### src/rtl/rf_wport_arbiter.sv
// Round-robin arbiter sharing the register file write port between two requesters.
// Optional ARB_PERF_CNT_EN adds conflict_cnt/drop_cnt performance counters.
module rf_wport_arbiter #(
    parameter int DATA_WIDTH = 32,
    parameter int ADDR_WIDTH = 5,
    parameter int FIFO_DEPTH = 2
) (
    input  logic                  clk,
    input  logic                  resetn,
    input  logic                  req0_valid,
    output logic                  req0_ready,
    input  logic [ADDR_WIDTH-1:0] req0_addr,
    input  logic [DATA_WIDTH-1:0] req0_data,
    input  logic                  req1_valid,
    output logic                  req1_ready,
    input  logic [ADDR_WIDTH-1:0] req1_addr,
    input  logic [DATA_WIDTH-1:0] req1_data,
    output logic                  rf_wen,
    output logic [ADDR_WIDTH-1:0] rf_waddr,
    output logic [DATA_WIDTH-1:0] rf_wdata,
`ifdef ARB_PERF_CNT_EN
    output logic                  busy,
    output logic [31:0]           conflict_cnt,
    output logic [31:0]           drop_cnt
`else
    output logic                  busy
`endif
);

    localparam int PW = (FIFO_DEPTH > 1) ? $clog2(FIFO_DEPTH) : 1;
    localparam int EW = ADDR_WIDTH + DATA_WIDTH;

    typedef logic [PW-1:0] ptr_t;
    typedef logic [PW:0]   cnt_t;
    typedef logic [EW-1:0] ent_t;

    localparam cnt_t FULL = cnt_t'(FIFO_DEPTH);

    ent_t mem0_q [FIFO_DEPTH];
    ent_t mem1_q [FIFO_DEPTH];

    ptr_t wptr0_q, wptr0_d, rptr0_q, rptr0_d;
    ptr_t wptr1_q, wptr1_d, rptr1_q, rptr1_d;
    cnt_t cnt0_q, cnt0_d, cnt1_q, cnt1_d;
    logic last1_q, last1_d;
    logic wen_q, wen_d;
    logic [ADDR_WIDTH-1:0] waddr_q, waddr_d;
    logic [DATA_WIDTH-1:0] wdata_q, wdata_d;

    logic ne0, ne1, acc0, acc1, push0, push1, gnt0, gnt1;
    ent_t head0, head1;

    assign ne0 = (cnt0_q != '0);
    assign ne1 = (cnt1_q != '0);

    assign req0_ready = resetn && (cnt0_q != FULL);
    assign req1_ready = resetn && (cnt1_q != FULL);

    assign acc0  = req0_valid && req0_ready;
    assign acc1  = req1_valid && req1_ready;
    assign push0 = acc0 && (req0_addr != '0);
    assign push1 = acc1 && (req1_addr != '0);

    // last1_q set means requester 1 won last, so requester 0 wins a tie
    assign gnt0 = ne0 && (!ne1 || last1_q);
    assign gnt1 = ne1 && !gnt0;

    assign head0 = mem0_q[rptr0_q];
    assign head1 = mem1_q[rptr1_q];

    assign rf_wen   = wen_q;
    assign rf_waddr = waddr_q;
    assign rf_wdata = wdata_q;
    assign busy     = ne0 || ne1 || wen_q;

    // Next-state for FIFO pointers, arbitration history and output register
    always_comb begin
        wptr0_d = wptr0_q + ptr_t'(push0);
        wptr1_d = wptr1_q + ptr_t'(push1);
        rptr0_d = rptr0_q + ptr_t'(gnt0);
        rptr1_d = rptr1_q + ptr_t'(gnt1);
        cnt0_d  = cnt0_q + cnt_t'(push0) - cnt_t'(gnt0);
        cnt1_d  = cnt1_q + cnt_t'(push1) - cnt_t'(gnt1);
        last1_d = last1_q;
        wen_d   = gnt0 || gnt1;
        waddr_d = waddr_q;
        wdata_d = wdata_q;
        if (gnt0) begin
            last1_d = 1'b0;
            waddr_d = head0[EW-1 -: ADDR_WIDTH];
            wdata_d = head0[DATA_WIDTH-1:0];
        end else if (gnt1) begin
            last1_d = 1'b1;
            waddr_d = head1[EW-1 -: ADDR_WIDTH];
            wdata_d = head1[DATA_WIDTH-1:0];
        end
    end

    // Control state register with synchronous active-low reset
    always_ff @(posedge clk) begin
        if (!resetn) begin
            wptr0_q <= '0;
            wptr1_q <= '0;
            rptr0_q <= '0;
            rptr1_q <= '0;
            cnt0_q  <= '0;
            cnt1_q  <= '0;
            last1_q <= 1'b1;
            wen_q   <= 1'b0;
            waddr_q <= '0;
            wdata_q <= '0;
        end else begin
            wptr0_q <= wptr0_d;
            wptr1_q <= wptr1_d;
            rptr0_q <= rptr0_d;
            rptr1_q <= rptr1_d;
            cnt0_q  <= cnt0_d;
            cnt1_q  <= cnt1_d;
            last1_q <= last1_d;
            wen_q   <= wen_d;
            waddr_q <= waddr_d;
            wdata_q <= wdata_d;
        end
    end

    // FIFO storage; validity is tracked by the counts, so no reset needed
    always_ff @(posedge clk) begin
        if (push0) mem0_q[wptr0_q] <= {req0_addr, req0_data};
        if (push1) mem1_q[wptr1_q] <= {req1_addr, req1_data};
    end

`ifdef ARB_PERF_CNT_EN
    logic [31:0] conf_q, conf_d, drop_q, drop_d;
    logic        drop0, drop1;

    assign drop0        = acc0 && (req0_addr == '0);
    assign drop1        = acc1 && (req1_addr == '0);
    assign conflict_cnt = conf_q;
    assign drop_cnt     = drop_q;

    // Counters wrap naturally at 2^32
    always_comb begin
        conf_d = conf_q + 32'(ne0 && ne1);
        drop_d = drop_q + 32'(drop0) + 32'(drop1);
    end

    // Performance counter registers
    always_ff @(posedge clk) begin
        if (!resetn) begin
            conf_q <= '0;
            drop_q <= '0;
        end else begin
            conf_q <= conf_d;
            drop_q <= drop_d;
        end
    end
`endif

endmodule

### config.mk
export PLATFORM = sky130hd
export DESIGN_NAME = rf_wport_arbiter
export DESIGN_NICKNAME = d
export VERILOG_FILES = /design/src/rtl/rf_wport_arbiter.sv
export SDC_FILE = /design/constraint.sdc
export NUM_CORES = 1
export LEC_CHECK = 0
export ABC_AREA = 1
export ABC_CLOCK_PERIOD_IN_PS = 2400
export CAP_MARGIN = 20
export CORE_MARGIN = 3
export CORE_UTILIZATION = 25
export CTS_BUF_LIST = sky130_fd_sc_hd__clkbuf_16
export DETAILED_ROUTE_END_ITERATION = 7
export MAX_ROUTING_LAYER = met4
export PLACE_DENSITY_LB_ADDON = 0.12
export SYNTH_ARGS = -nofsm -noshare
export SYNTH_HDL_FRONTEND = slang
export SYNTH_SLANG_ARGS = --single-unit
### constraint.sdc
create_clock -name clk -period 2.4 [get_ports clk]
set_input_delay 0.24 -clock clk [delete_from_list [all_inputs] [get_ports clk]]
set_output_delay 0.24 -clock clk [all_outputs]
set_load 0.05 [all_outputs]
==> run summary <==
CTS Buf Count - 17
Worst Hold Depth - 1
Port Buf Inserts - 118
Clk pwr share - 0.242
Crit path largest cell delay - 0.42 ns
Worst-path clk slew - 0.07 ns
hold buffer count at cts - 0
cells after synthesis - 679
Clock Latency Late Sink - 0.43 ns
post-synth design cell area - 7640 um^2
initial antenna violation count - 0
f_max - 472 MHz
Routability Congestion - 0.764
Inst Count DP - 1,175
first-pass GRT wire length - 30,400 um
Final Hold Viols - 0
share of cells above drive strength 1 - 0.0918
status - completed
switching part of the total - 0.391
via count - 4,992
post-synthesis sequential area ratio - 0.710
Yosys Warn Count - 0
non-filler cells, final - 1,207
root buf cell - clkbuf_16
ant diodes - 0
CP arrival - 1.88 ns
Setup CP Type - flip-flop to output port
distinct cell type count after synthesis - 25
Place WS - 0.104 ns
syn_nets - 765
# rows - 63
All-Layer GR Usage - 0.126
final net count - 890
CTS tree - yes
Die X - 181 um
Setup crit end kind - output port
Tmin final - 2.12 ns
vias per cell - 4.14
slew margin rel. - 0.530
Setup Skew - 0.0126 ns
Final setup viols - 0
RSZ-0062 raised after global routing - no
clock sinks - 197
worst hold path class - input port to flip-flop
routed wire length - 19,700 um
Post-Route Setup TNS - 0 ns
die area - 32,700 um^2
Layout area overhead - 30.6%
Critical Path Source Type - flip-flop
initial core utilization - 0.256
vias in the first global route - 5,137
power density over cell area - 1130 nW/um^2
I/O pin count - 119
Worst Tran Pin Value - 0.704 ns
Post-CTS Setup Bufs - 0
Clock Tree Buf Depth - 2
combinational group share of total power - 0.367
Die Span Y - 181 um
crit path cell chain - nor2_2 > nand2_4 > or2_2 > dlygate4sd2_1
pin count of the biggest net entering global routing - 51
antenna-violating nets left - 0
Crit-path slowest cell - dlygate4sd2_1
Tcrit/Tclk final - 0.882
first drt pass iteration count - 4
slack of the critical path - 0.283 ns
CORE AREA - 29,900 um^2
WL per Instance - 16.4 um
r2r setup slk - 0.47 ns
DP HPWL - 13,700 um
post-layout util - 0.334
max-slew violations - 0
number of max-cap violations - 0
CTS HTree Levels - 4
Initial DRC Count - 262
R2R cell count - 11
FF+latch count, synth - 197
leakage - 3.82 nW
final global-route overflow total - 0
Critical Path Fanout Max - 9
drc violations - 0
sequential share of power - 0.391
peak supply drop - 0.578 mV
switching power - 0.00443 W
mean post-synth cell area - 11.2 um^2
Internal - 0.00688 W
Required @ worst endpoint - 2.16 ns
power by group through the flow:
| stage | clock network (W) | registers [W] | logic, W |
|---|---|---|---|
| 6_report | 0.00273 | 0.00442 | 0.00415 |
| 5_1_grt | 0.00297 | 0.00448 | 0.00458 |
| 4_1_cts | 0.00283 | 0.00444 | 0.00426 |
| 3_5_place_dp | 0 | 0.00451 | 0.00425 |
| 3_3_place_gp | 0 | 0.00449 | 0.00425 |
| 2_1_floorplan | 0 | 0.00523 | 0.00202 |
final cells by class:
| cell class | instances | area (um^2) |
|---|---|---|
| inverter | 62 | 233 |
| timing repair buffer | 140 | 1470 |
| multi-input combinational | 386 | 1790 |
| clock buffer | 17 | 425 |
| clock inverter | 15 | 144 |
| fill | 2954 | 19900 |
| tap | 390 | 488 |
| sequential | 197 | 5430 |
worst max-delay path: cells and delay by family (launching register included):
kind / cells / cell delay, ns
flip-flops: 1 / 0.35
AND/OR/NAND/NOR: 3 / 0.68
buffers and inverters: 1 / 0.42
worst paths after layout:
| check | startpoint | end |
|---|---|---|
| worst min register to register | rf_wdata[28]$_SDFFE_PN0P_ | rf_wdata[28]$_SDFFE_PN0P_ |
| worst min-delay path | req0_data[8] | mem0_q[1][8]$_DFFE_PP_ |
| worst max register to register | cnt1_q[0]$_SDFF_PN0_ | cnt1_q[1]$_SDFF_PN0_ |
| worst max-delay path | cnt1_q[1]$_SDFF_PN0_ | busy |
kinds of logic (layout without fill, tap and decap cells):
group | count (synthesis) | count (layout) | share of synthesized area
buffers and inverters | 96 | 234 | 0.0572
adder cells (fa/ha/maj) | 8 | 8 | 0.0131
flip-flops | 197 | 197 | 0.710
XOR/XNOR | 2 | 2 | 0.00229
AO/OA/AOI/OAI | 48 | 48 | 0.0334
AND/OR/NAND/NOR | 328 | 328 | 0.184
synthesized netlist by cell type:
cell type	number	share of area
nor2_1	13	0.0064
or2_2	1	0.00082
ha_1	8	0.013
xnor2_1	2	0.0023
a21oi_1	3	0.0020
a31oi_1	1	0.00082
edfxtp_1	148	0.58
nand2_2	2	0.0016
o21ai_0	42	0.028
nand2_1	232	0.11
o211ai_1	1	0.00098
buf_6	6	0.0088
nor2_2	1	0.00082
nand2_4	1	0.0015
buf_2	13	0.0085
inv_1	58	0.029
a21oi_4	1	0.0021
nor3_1	1	0.00065
inv_2	4	0.0020
nand4_1	34	0.028
clkbuf_1	11	0.0054
nand3_1	41	0.027
nor2_4	2	0.0029
buf_4	4	0.0039
dfxtp_1	49	0.13
placed cells by master (no fill, tap or decap), types with 14 or more instances in the layout:
cell type	netlist	layout
buf_4	4	14
clkbuf_16	0	17
clkdlybuf4s50_1	0	115
dfxtp_1	49	47
edfxtp_1	148	148
inv_1	58	58
nand2_1	232	231
nand3_1	41	41
nand4_1	34	34
o21ai_0	42	42
repair_timing:
| item | in CTS | in global routing |
|---|---|---|
| setup endpoints to repair | 1 | 0 |
| endpoints found under the hold margin | 0 | 0 |
| resized for setup | 1 | 0 |
through the flow:
step	cell area [um^2]	hold slack (ns)	power (W)
2_1_floorplan	7640	0.339	0.00725
3_3_place_gp	9410	0.438	0.00874
3_5_place_dp	9410	0.441	0.00876
4_1_cts	9970	0.369	0.0115
5_1_grt	9970	0.384	0.0120
6_report	9970	0.394	0.0113
flip-flops by register name (all words and copies together), names as in the netlist, named ones only:
register / cells
last1_q: 1
mem0_q: 74
rptr1_q: 1
cnt1_q: 2
rf_wdata: 32
cnt0_q: 2
rf_wen: 1
rptr0_q: 1
wptr1_q: 1
wptr0_q: 1
rf_waddr: 5
mem1_q: 74
layer usage:
metal,track usage,vias to the layer above,routed length [um]
met5,-,-,0
met4,0.0325,0,206
met3,0.0236,15,502
met2,0.203,82,9640
met1,0.165,2358,9400
li1,-,2537,-
(Power assumes the default switching activity.)
